**src/rtl/pps_sync_pkg.sv**
```systemverilog
// Shared constants for the PPS pulse-burst generator: state codes and widths.
package pps_sync_pkg;

    localparam int unsigned STATE_W = 4;
    localparam int unsigned CNT_W   = 32;

    typedef enum logic [STATE_W-1:0] {
        IDLE = 4'd0,
        HIGH = 4'd1,
        LOW  = 4'd2
    } state_e;

endpackage

```
**src/rtl/sync_edge_detect.sv**
```systemverilog
// Two-flop synchronizer for an asynchronous input plus a registered rising-edge pulse.
module sync_edge_detect (
    input  logic i_clk,
    input  logic i_rst_n,
    input  logic i_async,
    output logic o_rise
);

    logic sync1_q;
    logic sync2_q;
    logic sync_d_q;
    logic rise_q;

    // The rise flag is registered so the FSM sees a clean one-cycle pulse.
    always_ff @(posedge i_clk or negedge i_rst_n) begin
        if (!i_rst_n) begin
            sync1_q  <= 1'b0;
            sync2_q  <= 1'b0;
            sync_d_q <= 1'b0;
            rise_q   <= 1'b0;
        end else begin
            sync1_q  <= i_async;
            sync2_q  <= sync1_q;
            sync_d_q <= sync2_q;
            rise_q   <= sync2_q & ~sync_d_q;
        end
    end

    assign o_rise = rise_q;

endmodule

```
**src/rtl/pps_sync_v2.sv**
```systemverilog
// PPS-aligned pulse-burst generator: each SYNC rising edge (re)starts a burst of
// PULSE_NUM square pulses, each HALF_PERIOD clocks high then HALF_PERIOD clocks low.
module pps_sync_v2
    import pps_sync_pkg::*;
#(
    parameter int unsigned PULSE_NUM   = 5,
    parameter int unsigned HALF_PERIOD = 100
) (
    input  logic                i_clk,
    input  logic                i_rst_n,
    input  logic                SYNC,
    output logic                pps_trig_out,
    output logic [CNT_W-1:0]    o_pulse_number,
    output logic [CNT_W-1:0]    o_half_period_cnt,
    output logic [STATE_W-1:0]  o_cstate,
    output logic [STATE_W-1:0]  o_nstate
);

    logic               rise;
    logic               phase_done;
    logic [STATE_W-1:0] cstate_q, state_d;
    logic [CNT_W-1:0]   cnt_q, cnt_d;
    logic [CNT_W-1:0]   pnum_q, pnum_d;

    sync_edge_detect u_sync (
        .i_clk   (i_clk),
        .i_rst_n (i_rst_n),
        .i_async (SYNC),
        .o_rise  (rise)
    );

    assign phase_done = (cnt_q == CNT_W'(HALF_PERIOD - 1));

    always_ff @(posedge i_clk or negedge i_rst_n) begin
        if (!i_rst_n) begin
            cstate_q <= IDLE;
            cnt_q    <= '0;
            pnum_q   <= '0;
        end else begin
            cstate_q <= state_d;
            cnt_q    <= cnt_d;
            pnum_q   <= pnum_d;
        end
    end

    // A new PPS edge always wins, aborting any burst in progress.
    always_comb begin
        state_d = cstate_q;
        cnt_d   = cnt_q;
        pnum_d  = pnum_q;
        if (rise) begin
            state_d = HIGH;
            cnt_d   = '0;
            pnum_d  = CNT_W'(1);
        end else begin
            case (cstate_q)
                IDLE: state_d = IDLE;
                HIGH: begin
                    if (phase_done) begin
                        state_d = LOW;
                        cnt_d   = '0;
                    end else begin
                        cnt_d = cnt_q + CNT_W'(1);
                    end
                end
                LOW: begin
                    if (phase_done) begin
                        if (pnum_q == CNT_W'(PULSE_NUM)) begin
                            state_d = IDLE;
                            cnt_d   = '0;
                            pnum_d  = '0;
                        end else begin
                            state_d = HIGH;
                            cnt_d   = '0;
                            pnum_d  = pnum_q + CNT_W'(1);
                        end
                    end else begin
                        cnt_d = cnt_q + CNT_W'(1);
                    end
                end
                default: begin
                    state_d = IDLE;
                    cnt_d   = '0;
                    pnum_d  = '0;
                end
            endcase
        end
    end

    assign pps_trig_out      = (cstate_q == HIGH);
    assign o_pulse_number    = pnum_q;
    assign o_half_period_cnt = cnt_q;
    assign o_cstate          = cstate_q;
    assign o_nstate          = state_d;

endmodule

```
**config.mk**
```make
export PLATFORM = sky130hd
export DESIGN_NAME = pps_sync_v2
export DESIGN_NICKNAME = d
export VERILOG_FILES = /design/src/rtl/pps_sync_pkg.sv /design/src/rtl/sync_edge_detect.sv /design/src/rtl/pps_sync_v2.sv
export SDC_FILE = /design/constraint.sdc
export NUM_CORES = 1
export LEC_CHECK = 0
export ABC_AREA = 0
export BUFFER_PORTS_ARGS = -buffer_cell sky130_fd_sc_hd__buf_2
export CORE_ASPECT_RATIO = 0.6
export CORE_MARGIN = 8
export CORE_UTILIZATION = 50
export DETAILED_ROUTE_END_ITERATION = 8
export PLACE_DENSITY = 0.76
export SLEW_MARGIN = 20
export SYNTH_ARGS = -nofsm -noshare
export SYNTH_HDL_FRONTEND = slang
export SYNTH_SLANG_ARGS = --single-unit
```
**constraint.sdc**
```tcl
create_clock -name i_clk -period 2 [get_ports i_clk]
set_input_delay 0.4 -clock i_clk [delete_from_list [all_inputs] [get_ports i_clk]]
set_output_delay 0.4 -clock i_clk [all_outputs]
set_load 0.05 [all_outputs]
```
### After elaboration in Yosys (flattened, before gate mapping)

Cells that the tools add are included.

* memory bits (read-only): 0
* memories: 0
* word-level logic and storage cells: 34
* bits in writable memories: 0
* output and inout port bits: 73
* bits in latches: 0
* register bits: 72

* $lt $le $gt $ge: 0
* bitwise gates (word level): 2
* equality and inequality tests: 7
* multiplexer cells: 12
* add/subtract/negate cells: 2
* reduce and logical (&&, ||, !) cells: 4
* div/mod/pow operators: 0
* shift operators: 0
* multipliers: 0

Operators with widths (count)
* 32-bit two-way mux: 5
* 32-bit one-hot mux with 2 select lines: 2
* 32-bit by 1-bit adder with 32-bit output (second input constant): 2
* 32-bit by 3-bit == test with 1-bit output (second input constant): 1
* 32-bit by 7-bit == test with 1-bit output (second input constant): 1
* 4-bit two-way mux: 3
* 4-bit one-hot mux with 2 select lines: 1
* 4-bit by 1-bit == test with 1-bit output (second input constant): 1
* 4-bit by 2-bit == test with 1-bit output (second input constant): 1
* 4-bit logical NOT: 1
* 2-bit by 1-bit != test with 1-bit output (second input constant): 2
* 2-bit OR reduction: 2
* 3-bit by 2-bit != test with 1-bit output (second input constant): 1
* 2-bit AND reduction: 1
* 1-bit bitwise AND: 1
* 1-bit two-way mux: 1
* 1-bit inverter: 1

### Longest topological paths before layout

Gate-level depths: netlist of run 1.

* word-level depth: 5
* depth in mapped cells: 9
* depth with buffers taken out: 8

### Modules after synthesis

From an unflattened synthesis of run 1, not the netlist that was laid out.

* cell total of the unflattened synthesis: 428
* area total of the unflattened synthesis: 3838.7 um^2

Modules (own cells, without submodules)
* pps_sync_v2: times used 1, cells an instance 423, area each 3724.8 um^2, sequential area each 1701.6 um^2
* sync_edge_detect: times used 1, cells an instance 5, area each 113.9 um^2, sequential area each 100.1 um^2

### Worst setup path before layout of run 1

Ideal clock, no wire load.

* kind: register to output
* from: register cnt_q[0], in the netlist o_half_period_cnt[0]
* to: output o_nstate[1]
* data arrival time: 2.540 ns
* buffers on the path: 0
* path slack: -0.940 ns
* stages on the path, launching flop included: 7
* data required time: 1.600 ns
* path through: dfrtp_1 -> ha_1 -> and4b_1 -> nand4_1 -> nor2_2 -> mux2_2 -> nor2_1

* cells in the longest elaborated chain, start to end: 4
* elaborated cells on any way between the ends: 5

Ends and longest elaborated chain
* from (decl): RTL line pps_sync_v2.sv:22 `logic [CNT_W-1:0] cnt_q, cnt_d;`
* from (signal assigned): RTL line pps_sync_v2.sv:41 `cnt_q <= cnt_d;`
* 32-bit by 7-bit == test with 1-bit output (*): RTL line pps_sync_v2.sv:32 `assign phase_done = (cnt_q == CNT_W'(HALF_PERIOD - 1));`
* 4-bit two-way mux (on tied branches): RTL line pps_sync_v2.sv:67, pps_sync_v2.sv:59
* 4-bit one-hot mux with 2 select lines (*): RTL line pps_sync_v2.sv:56 `case (cstate_q)`
* 4-bit two-way mux (*): RTL line pps_sync_v2.sv:51 `if (rise) begin`
* to (decl): RTL line pps_sync_v2.sv:16 `output logic [STATE_W-1:0] o_nstate`

Every way passes the cells marked *; elsewhere a longest branch is shown, timed or not.

### Final worst setup path of run 1

* from: register cnt_q[24], in the netlist o_half_period_cnt[24]
* to: output o_nstate[1]

Same word-level chain as after synthesis.

==> impl_metrics.py, run 1 <==
metrics = {
    "routing": {
        "drtIter0Drc": 912,
        "ant_nets": 0,
        "drt_first_pass_iters": 9,
        "drc": 0,
        "routed_wl_um": 21720,
        "via_per_inst": 7.141,
        "avgRoutedWirePerCell_um": 29.20,
        "dr_total_vias": 5313,
    },
    "status": {
        "violations": "setup timing",
        "status": "complete, but fails checks",
    },
    "cells_and_area": {
        "drive_gt1_share_pct": 62.11,
        "final_cell_count_no_fill": 744,
        "final_nets": 637,
        "n_antenna_cell": 0,
        "area_growth_syn_to_layout_pct": 67.84,
    },
    "global_route": {
        "grt_max_degree": 73,
        "use_met1_pct": 36.18,
        "grt-busiest-layer": "met2",
        "grt_pass1_wl_um": 25500,
        "use_met3_pct": 10.38,
        "grt_overflow": 0,
        "antenna_found_initial": 0,
        "grtUsageTotal_pct": 28.92,
        "use_met2_pct": 43.93,
        "grt_pass1_vias": 4598,
    },
    "die": {
        "ioPinCount": 76,
        "num_rows": 25,
        "start_util_pct": 51.25,
        "die_area_um2": 11230,
        "coreArea_um2": 7820,
        "die_height_um": 85.35,
        "dieWidth_um": 131.6,
    },
    "worst_setup_path": {
        "critical_path.most_common_cell": "nor2_4",
        "cp_max_fo": 3,
        "cpPeakStageDelay_ns": 0.44,
        "slowest_stage": "dfrtp_2",
        "worstSetupEndpointType": "output port",
        "arrival_ns": 2.35,
        "critPathKind": "reg2out",
        "crit_chain": "nor4_4, nand4_1, nor2_4, mux2_4, nor2_4, buf_6",
        "critPathLaunchType": "flop",
        "cp_data_required_time_ns": 1.60,
    },
    "synth": {
        "synth.top_cell.area_share_pct": 44.96,
        "synth_edf_count": 0,
        "synth_area_um2": 4008,
        "synthArstFlopShare_pct": 100.0,
        "ys_types": 59,
        "synth_flop_cell": "dfrtp_1",
        "synthTopCellsByArea": "dfrtp_1, o21ai_0, nor2_1",
        "synthCells": 434,
        "syn_area_per_cell_um2": 9.234,
        "yosysSeqAreaShare_pct": 44.96,
        "yosysMostFrequentCell": "dfrtp_1",
        "netlist_top_cells_count": "dfrtp_1, nor2_1, o21ai_0",
        "synth_seq_cells": 72,
        "yosysTopAreaCell": "dfrtp_1",
        "ys_warn_count": 0,
    },
    "cts": {
        "clk_pin_slew_worst_paths_ns": 0.07,
        "hold_buffers": 0,
        "clk_latency_ns": 0.35,
        "numCtsBuffers": 9,
        "htree_levels": 3,
        "cts_tree": "built",
        "ctsRootBufferMaster": "clkbuf_16",
        "clkSinkCount": 72,
        "cts.path.max_buffers": 2,
    },
    "sta": {
        "fin_worst_skew_ns": 0.009665,
        "setup_tns_ns": -22.18,
        "setup_viol": 67,
        "worstMarginPinSlew_ns": 0.6755,
        "hold_viol_final": 0,
        "drv_slew": 0,
        "setup_slack_ns": -0.7509,
        "timing.final.crit_period_ns": 2.751,
        "finalCritPeriodShare_pct": 137.5,
        "rsz0062_at_grt": "true",
        "max_freq_mhz": 363.5,
        "maxSlewHeadroom_pct": 54.65,
    },
    "placed_design": {
        "place_inst": 700,
        "numPortBuffers": 73,
        "dpl.hpwl_um": 9223,
        "gp_congestion": 0.9148,
    },
    "power_and_ir_drop": {
        "peakVddDrop_mv": 0.6453,
        "p_leak_nw": 3.034,
        "p_per_area_nw_per_um2": 533.4,
    },
    "worst_hold_path": {
        "min_path_type": "in2async",
    },
    "flow_run": {
        "maxCapViolations": 0,
    },
}
==> through the flow <==
step	setup slack [ns]	util, %	area [um2]	hold WS [ns]	total power, W
after global placement	-0.3320	68.29	5340	0.3389	0.001672
after floorplan	-0.2599	-	4197	0.1044	0.001599
after global routing	-0.8273	86.02	6726	0.1146	0.003632
final	-0.7509	86.02	6726	0.05776	0.003588
after detailed placement	-0.4040	68.29	5340	0.3363	0.001674
after CTS	-0.5536	80.24	6275	0.09663	0.003494
==> cells in the final DEF, fill, tap and decap left out, drive strengths merged, types with 18 or more instances in the layout <==
cell type,netlist,layout
buf,18,205
dfrtp,72,72
nand2,31,31
nand3,21,21
nand4,20,20
nor2,55,55
nor4,18,18
o21ai,56,56
==> layout make-up <==
cell class | count | area [um2]
clock inverters | 4 | 76.32
well taps | 108 | 135.1
fillers | 321 | 1094
clock buffers | 12 | 256.5
multi-input cells | 337 | 2761
repair buffers | 206 | 1622
flip-flops and latches | 72 | 1857
inverters | 5 | 18.77
==> registers in the layout, summed over array words and instances (netlist names) <==
| signal | cells |
|---|---|
| u_sync.sync2_q | 1 |
| o_pulse_number | 32 |
| o_cstate | 4 |
| o_half_period_cnt | 32 |
| u_sync.sync_d_q | 1 |
| u_sync.sync1_q | 1 |
| u_sync.o_rise | 1 |
==> power by group <==
| part | internal (W) | switching, W |
|---|---|---|
| registers | 0.00147 | 0.00000766 |
| clock network | 0.00116 | 0.000681 |
| logic | 0.0000884 | 0.000179 |
| total | 0.00272 | 0.000868 |
==> kinds of logic (layout without fill, tap and decap cells) <==
kind of cell,Yosys count,after routing,synth area share (%)
DFF,72,72,44.96
xor gates and xnor gates,24,24,5.245
AOI/OAI and AO/OA,103,103,15.74
muxes,5,5,1.311
other,1,4,0.09357
adders and majority gates,5,5,1.467
buffers and inverters,28,227,3.996
and+or+nand+nor,196,196,27.19
==> final timing paths <==
| path | from | endpoint | slack, ns | depth (start not counted) |
|---|---|---|---|---|
| min in group i_clk | SYNC | u_sync.sync1_q$_DFF_PN0_ | 0.16 | 1 |
| min | i_rst_n | o_half_period_cnt[12]$_DFFE_PN0P_ | 0.06 | 2 |
| max reg2reg | o_pulse_number[17]$_DFFE_PN0P_ | o_pulse_number[25]$_DFFE_PN0P_ | -0.50 | 10 |
| min reg2reg | u_sync.sync1_q$_DFF_PN0_ | u_sync.sync2_q$_DFF_PN0_ | 0.36 | 0 |
| max | o_half_period_cnt[24]$_DFFE_PN0P_ | o_nstate[1] | -0.75 | 6 |
| max in group asynchronous | i_rst_n | o_pulse_number[12]$_DFFE_PN0P_ | 1.54 | 2 |
==> critical path: cells and delay by family (launching register included) <==
family,cells,cell delay (ns)
and+or+nand+nor,4,1.05
DFF,1,0.44
muxes,1,0.34
buffers and inverters,1,0.18
==> what timing repair did <==
action                                  in CTS  in global routing
pin swaps                                   37                 46
resized for setup                           94                 94
gates cloned                                 7                  3
endpoints found under the setup margin      63                 63
buffers inserted                            14                 11
==> metal layers <==
metal,part of all wire [%],up-vias
met4,8.3,0
met1,33,2431
met2,42,674
met5,0,-
met3,17,220
li1,-,1988
Note: power is estimated with default switching activity, not from simulation.
==> inputs of run 2 (changes only) <==
- PLACE_DENSITY: 0.76 -> default
- PLACE_DENSITY_LB_ADDON: default -> 0.08
==> run 2 against run 1 <==
- the flow still finishes with violations (setup timing)
- worst setup slack better by 0.13 ns
- sequential power hardly changed
- total power is 1.8% higher
- clock skew is 0.00058 ns higher
- sequential cell count stayed put
- via count is 8.3% lower
- clock power is 5% higher
- highest routed layer unchanged
- first-iteration DRC count is 23% lower
- fmax is 4.8% higher
==> impl_metrics.py, run 2 (same netlist as run 1, synthesis figures left out) <==
metrics = {
    "die": {
        "coreArea_um2": 7820,
        "num_rows": 25,
        "die_height_um": 85.35,
        "start_util_pct": 51.25,
        "ioPinCount": 76,
        "dieWidth_um": 131.6,
        "die_area_um2": 11230,
    },
    "sta": {
        "setup_viol": 60,
        "drv_slew": 0,
        "fin_worst_skew_ns": 0.01025,
        "setup_slack_ns": -0.6256,
        "hold_viol_final": 0,
        "rsz0062_at_grt": "true",
        "timing.final.crit_period_ns": 2.626,
        "finalCritPeriodShare_pct": 131.3,
        "max_freq_mhz": 380.9,
    },
    "worst_setup_path": {
        "r2r_setup_slack_ns": -0.39,
        "critPathLaunchType": "flop",
        "r2r-start": "o_pulse_number[1]$_DFFE_PN0P_",
        "worstSetupEndpoint": "o_nstate[0]",
        "cp_max_fo": 2,
        "arrival_ns": 2.23,
        "rr_endpoint": "o_pulse_number[5]$_DFFE_PN0P_",
        "worstSetupEndpointType": "output port",
        "cp_data_required_time_ns": 1.60,
        "critPathKind": "reg2out",
        "worst_r2r_path_depth": 12,
        "critPathLaunch": "o_pulse_number[1]$_DFFE_PN0P_",
    },
    "placed_design": {
        "gp_congestion": 0.8498,
        "dpl.hpwl_um": 9158,
        "dpl_cell_area_um2": 5368,
        "numPortBuffers": 73,
    },
    "global_route": {
        "grtUsageTotal_pct": 24.17,
        "grt_pass1_wl_um": 22020,
        "grt_overflow": 0,
        "antenna_found_initial": 0,
        "grt_pass1_vias": 4252,
        "grt_max_degree": 73,
    },
    "cells_and_area": {
        "final_common_cell": "buf_4",
        "fillCellCount": 412,
        "layout_common_cells": "buf_4, buf_2, dfrtp_2, o21ai_1, nand2_1",
        "utilization_pct": 84.16,
        "finish.instance_area_um2": 6581,
        "multi_input_area_um2": 2614,
        "drive_gt1_share_pct": 58.58,
        "regArea_um2": 1857,
        "final_nets": 636,
        "area_growth_syn_to_layout_pct": 64.22,
        "n_antenna_cell": 0,
    },
    "status": {
        "status": "complete, but fails checks",
        "violations": "setup timing",
    },
    "power_and_ir_drop": {
        "peakVddDrop_mv": 0.4638,
        "p_per_area_nw_per_um2": 555.2,
        "p_leak_nw": 3.044,
    },
    "cts": {
        "cts.path.max_buffers": 2,
        "clkSinkCount": 72,
        "ctsRootBufferMaster": "clkbuf_16",
        "clk_latency_ns": 0.35,
        "clk_pin_slew_worst_paths_ns": 0.06,
        "cts_tree": "built",
        "htree_levels": 3,
        "hold_buffers": 0,
        "numCtsBuffers": 9,
    },
    "routing": {
        "via_per_inst": 6.557,
        "drtIter0Drc": 706,
        "ant_nets": 0,
        "drc": 0,
        "avgRoutedWirePerCell_um": 23.64,
        "routed_wl_um": 17560,
        "dr_total_vias": 4872,
        "drt_first_pass_iters": 5,
    },
    "flow_run": {
        "maxCapViolations": 0,
    },
    "worst_hold_path": {
        "min_path_type": "in2async",
    },
}
==> run 2: worst min-delay path by stage <==
stage	from	to	slack, ns	cells past startpoint
2_1_floorplan	i_rst_n	o_cstate[0]$_DFF_PN0_	0.10	0
3_3_place_gp	u_sync.sync1_q$_DFF_PN0_	u_sync.sync2_q$_DFF_PN0_	0.33	0
3_5_place_dp	u_sync.sync1_q$_DFF_PN0_	u_sync.sync2_q$_DFF_PN0_	0.34	0
4_1_cts	i_rst_n	o_half_period_cnt[28]$_DFFE_PN0P_	0.1	2
5_1_grt	i_rst_n	o_half_period_cnt[28]$_DFFE_PN0P_	0.12	2
6_report	i_rst_n	o_half_period_cnt[28]$_DFFE_PN0P_	0.06	2
==> run 2: timing repair <==
item | 4_1_cts | 5_1_grt
pin swaps | 24 | 39
resized for setup | 51 | 91
setup buffers | 20 | 11
setup endpoints to repair | 54 | 63
cloned | 4 | 6
==> run 2: final cells by class <==
cell class                      count  share of cell area (%)
Clock buffer                       11                   3.840
Sequential cell                    72                   28.21
Tap cell                          108                   2.053
Inverter                            5                  0.2852
Multi-Input combinational cell    337                   39.71
Clock inverter                      5                   1.559
Timing Repair Buffer              205                   24.33
==> run 2: critical path: stages, from the launching register on <==
cell and delay [ns]:
dfrtp_2 0.41, inv_2 0.07, ha_4 0.14, nor4bb_4 0.31
nand4_1 0.20, o21bai_1 0.22, mux2i_1 0.13, a21o_2 0.23
buf_6 0.16
==> run 2: report_power, final <==
group | internal (W) | leakage [nW] | total (W) | switching [W]
sequential | 0.00147 | 0.919 | 0.00148 | 0.0000102
clock | 0.00128 | 0.172 | 0.00194 | 0.000655
combinational | 0.0000769 | 1.95 | 0.000237 | 0.000160
total | 0.00283 | 3.04 | 0.00365 | 0.000825
==> run 2: metal layers <==
metal	up-vias	GRT usage (%)	part of all wire [%]	wire (um)
li1	1988	-	-	-
met1	2362	32.76	39	6904
met2	407	36.38	44	7739
met3	115	8.491	12	2055
met4	0	5.181	4.9	862
met5	-	0	0	0
==> run 2: stage by stage <==
step | TNS [ns] | std cells | total power (W) | hold slack, ns | worst slack [ns]
global route | -15.87 | 743 | 0.003714 | 0.1164 | -0.6812
finish | -13.41 | 743 | 0.003654 | 0.06097 | -0.6256
global placement | -3.535 | 702 | 0.001673 | 0.3331 | -0.2488
floorplan | -1.521 | 437 | 0.001599 | 0.1044 | -0.2599
CTS | -6.666 | 729 | 0.003589 | 0.09625 | -0.5173
detailed placement | -3.983 | 702 | 0.001676 | 0.3426 | -0.2816
==> inputs of run 3 (changes only) <==
- SYNTH_HIERARCHICAL: default -> 1
==> run 3 against run 2 <==
- cell count is 0.40% higher
- critical path depth decreased by 1
- the flow still finishes with violations (setup timing)
- global-route usage increased by 2.1 points
- largest cell class unchanged
- count of clock-buffer cells in the layout up 2
- sequential power hardly changed
- core utilization grew 11 points
- non-clock buffer count is 10 higher
- register-to-register slack worse by 0.10 ns
- final area up 6.5%
==> impl_metrics.py, run 3 <==
metrics = {
    "status": {
        "status": "complete, but fails checks",
        "violations": "setup timing",
    },
    "synth": {
        "synthCells": 428,
        "netlist_top_cells_count": "dfrtp_1, nor2_1, o21ai_0",
        "syn_area_per_cell_um2": 8.969,
        "yosysTopAreaCell": "dfrtp_1",
        "ys_types": 44,
        "synth.top_cell.area_share_pct": 46.94,
        "synth_area_um2": 3839,
        "yosysMostFrequentCell": "dfrtp_1",
        "yosysSeqAreaShare_pct": 46.94,
        "synth_seq_cells": 72,
        "synth_flop_cell": "dfrtp_1",
        "synthTopCellsByArea": "dfrtp_1, o21ai_0, nor2_1",
        "ys_warn_count": 6,
        "synthArstFlopShare_pct": 100.0,
        "synth_edf_count": 0,
    },
    "worst_setup_path": {
        "critPathKind": "reg2out",
        "cp_data_required_time_ns": 1.60,
        "cp_max_fo": 4,
        "critPathLaunchType": "flop",
        "worstSetupEndpointType": "output port",
        "arrival_ns": 2.15,
    },
    "global_route": {
        "grt_overflow": 0,
        "grt_max_degree": 73,
        "grt_pass1_wl_um": 22560,
        "grt_pass1_vias": 4298,
        "grtUsageTotal_pct": 26.27,
        "antenna_found_initial": 0,
    },
    "placed_design": {
        "place_inst": 687,
        "gp_congestion": 0.8221,
        "dp_slack_ns": -0.2699,
        "numPortBuffers": 73,
        "dpl.hpwl_um": 8531,
    },
    "routing": {
        "drc": 0,
        "via_per_inst": 7.088,
        "dr_total_vias": 5288,
        "routed_wl_um": 21780,
        "ant_nets": 0,
        "avgRoutedWirePerCell_um": 29.20,
        "drt_first_pass_iters": 6,
        "drtIter0Drc": 959,
    },
    "cts": {
        "numCtsBuffers": 9,
        "clk_latency_ns": 0.35,
        "hold_buffers": 0,
        "clk_pin_slew_worst_paths_ns": 0.07,
        "ctsRootBufferMaster": "clkbuf_16",
        "clkSinkCount": 72,
        "cts.path.max_buffers": 2,
        "htree_levels": 3,
        "cts_tree": "built",
    },
    "power_and_ir_drop": {
        "peakVddDrop_mv": 0.6627,
        "combPwrFrac_pct": 7.5,
        "p_leak_nw": 3.078,
        "power_switching_w": 0.0008528,
        "power_frac_seq_pct": 43.1,
        "p_per_area_nw_per_um2": 491.4,
        "clockPowerShare_pct": 49.4,
        "sw_frac_of_total_pct": 24.77,
        "internal_power_w": 0.002590,
    },
    "sta": {
        "maxSlewHeadroom_pct": 59.76,
        "setup_tns_ns": -18.91,
        "hold_ws_ns": 0.06811,
        "finalCritPeriodShare_pct": 127.5,
        "drv_slew": 0,
        "fin_worst_skew_ns": 0.01313,
        "setup_slack_ns": -0.5499,
        "hold_viol_final": 0,
        "setup_viol": 67,
        "max_freq_mhz": 392.2,
        "rsz0062_at_grt": "true",
        "timing.final.crit_period_ns": 2.550,
        "worstMarginPinSlew_ns": 0.5981,
    },
    "die": {
        "coreArea_um2": 7357,
        "dieWidth_um": 129.1,
        "num_rows": 24,
        "die_area_um2": 10830,
        "die_height_um": 83.87,
        "ioPinCount": 76,
        "start_util_pct": 52.18,
    },
    "flow_run": {
        "maxCapViolations": 0,
    },
    "cells_and_area": {
        "final_nets": 643,
        "area_growth_syn_to_layout_pct": 82.53,
        "fillCellCount": 169,
        "drive_gt1_share_pct": 62.77,
        "final_cell_count_no_fill": 746,
        "regArea_um2": 1837,
        "n_antenna_cell": 0,
        "layout_common_cells": "buf_4, buf_2, dfrtp_1, buf_6, nand2_1",
        "final_common_cell": "buf_4",
        "multi_input_area_um2": 2920,
    },
    "worst_hold_path": {
        "min_path_type": "in2async",
    },
}
[run 3: changes by cell type in the layout (fill, tap and decap cells not counted), moves of 6 or more]
cell	previous run	this run
nor2_2	21	13
o31ai_4	2	9
buf_6	21	35
dfrtp_1	28	44
o21ai_1	41	23
dfrtp_2	44	28
o21ai_2	9	23
nor2_1	24	30
[run 3: what timing repair did]
| action | CTS | global route |
|---|---|---|
| hold endpoints to repair | 0 | 0 |
| setup endpoints to repair | 59 | 67 |
| gates cloned | 4 | 5 |
| setup buffers | 14 | 25 |
| pin swaps | 35 | 100 |
| gates resized for setup | 100 | 151 |
[run 3: layer usage]
| metal | part of all wire (%) | global-route usage (%) |
|---|---|---|
| met1 | 36 | 34.81 |
| met2 | 43 | 40.02 |
| met3 | 13 | 7.207 |
| met4 | 7.4 | 9.332 |
| met5 | 0 | 0 |
[run 3: cell type report]
cell class              count  share of cell area (%)
clock buffers              13                   3.714
clock inverters             3                  0.5714
inverters                  10                  0.5893
multi-input cells         329                   41.68
flip-flops and latches     72                   26.21
well taps                 104                   1.857
repair buffers            215                   25.38
[run 3: final timing paths]
check	to	slack, ns	startpoint	depth (start not counted)
max	o_nstate[1]	-0.55	o_half_period_cnt[17]$_DFFE_PN0P_	7
min	o_pulse_number[30]$_DFFE_PN0P_	0.07	i_rst_n	2
max reg2reg	o_pulse_number[28]$_DFFE_PN0P_	-0.49	o_half_period_cnt[17]$_DFFE_PN0P_	9
min reg2reg	u_sync/sync2_q$_DFF_PN0_	0.39	u_sync/sync1_q$_DFF_PN0_	0
max in group asynchronous	o_half_period_cnt[5]$_DFFE_PN0P_	1.56	i_rst_n	2
min in group i_clk	u_sync/sync1_q$_DFF_PN0_	0.17	SYNC	1
[run 3: power groups by stage]
stage / Combinational (W) / Sequential [W] / Clock, W
finish: 0.000258 / 0.00148 / 0.00170
global route: 0.000267 / 0.00148 / 0.00175
CTS: 0.000200 / 0.00148 / 0.00166
detailed placement: 0.000174 / 0.00150 / 0
global placement: 0.000170 / 0.00150 / 0
floorplan: 0.0000790 / 0.00153 / 0
[run 3: kinds of logic after synthesis]
group	share of synthesized area, %
xor+xnor	5.704
compound gates	15.29
fa+ha+maj	0.9779
other cells	0.09769
mux	0.2608
buf+inv	3.716
flops	46.94
simple gates	27.02
[run 3: critical path: stages, from the launching register on]
cell and delay (ns):
dfrtp_1 0.43, nor4_4 0.40, nand4_1 0.20, buf_6 0.19
nor2_4 0.12, nand2_2 0.09, a21oi_4 0.19, buf_6 0.18
[run 3: per-stage QoR]
step	area [um2]	utilization (%)	power (W)
finish	7007	95.24	0.003443
global route	7007	95.24	0.003500
CTS	6037	82.06	0.003338
detailed placement	5157	70.10	0.001677
global placement	5157	70.10	0.001673
floorplan	4026	-	0.001604
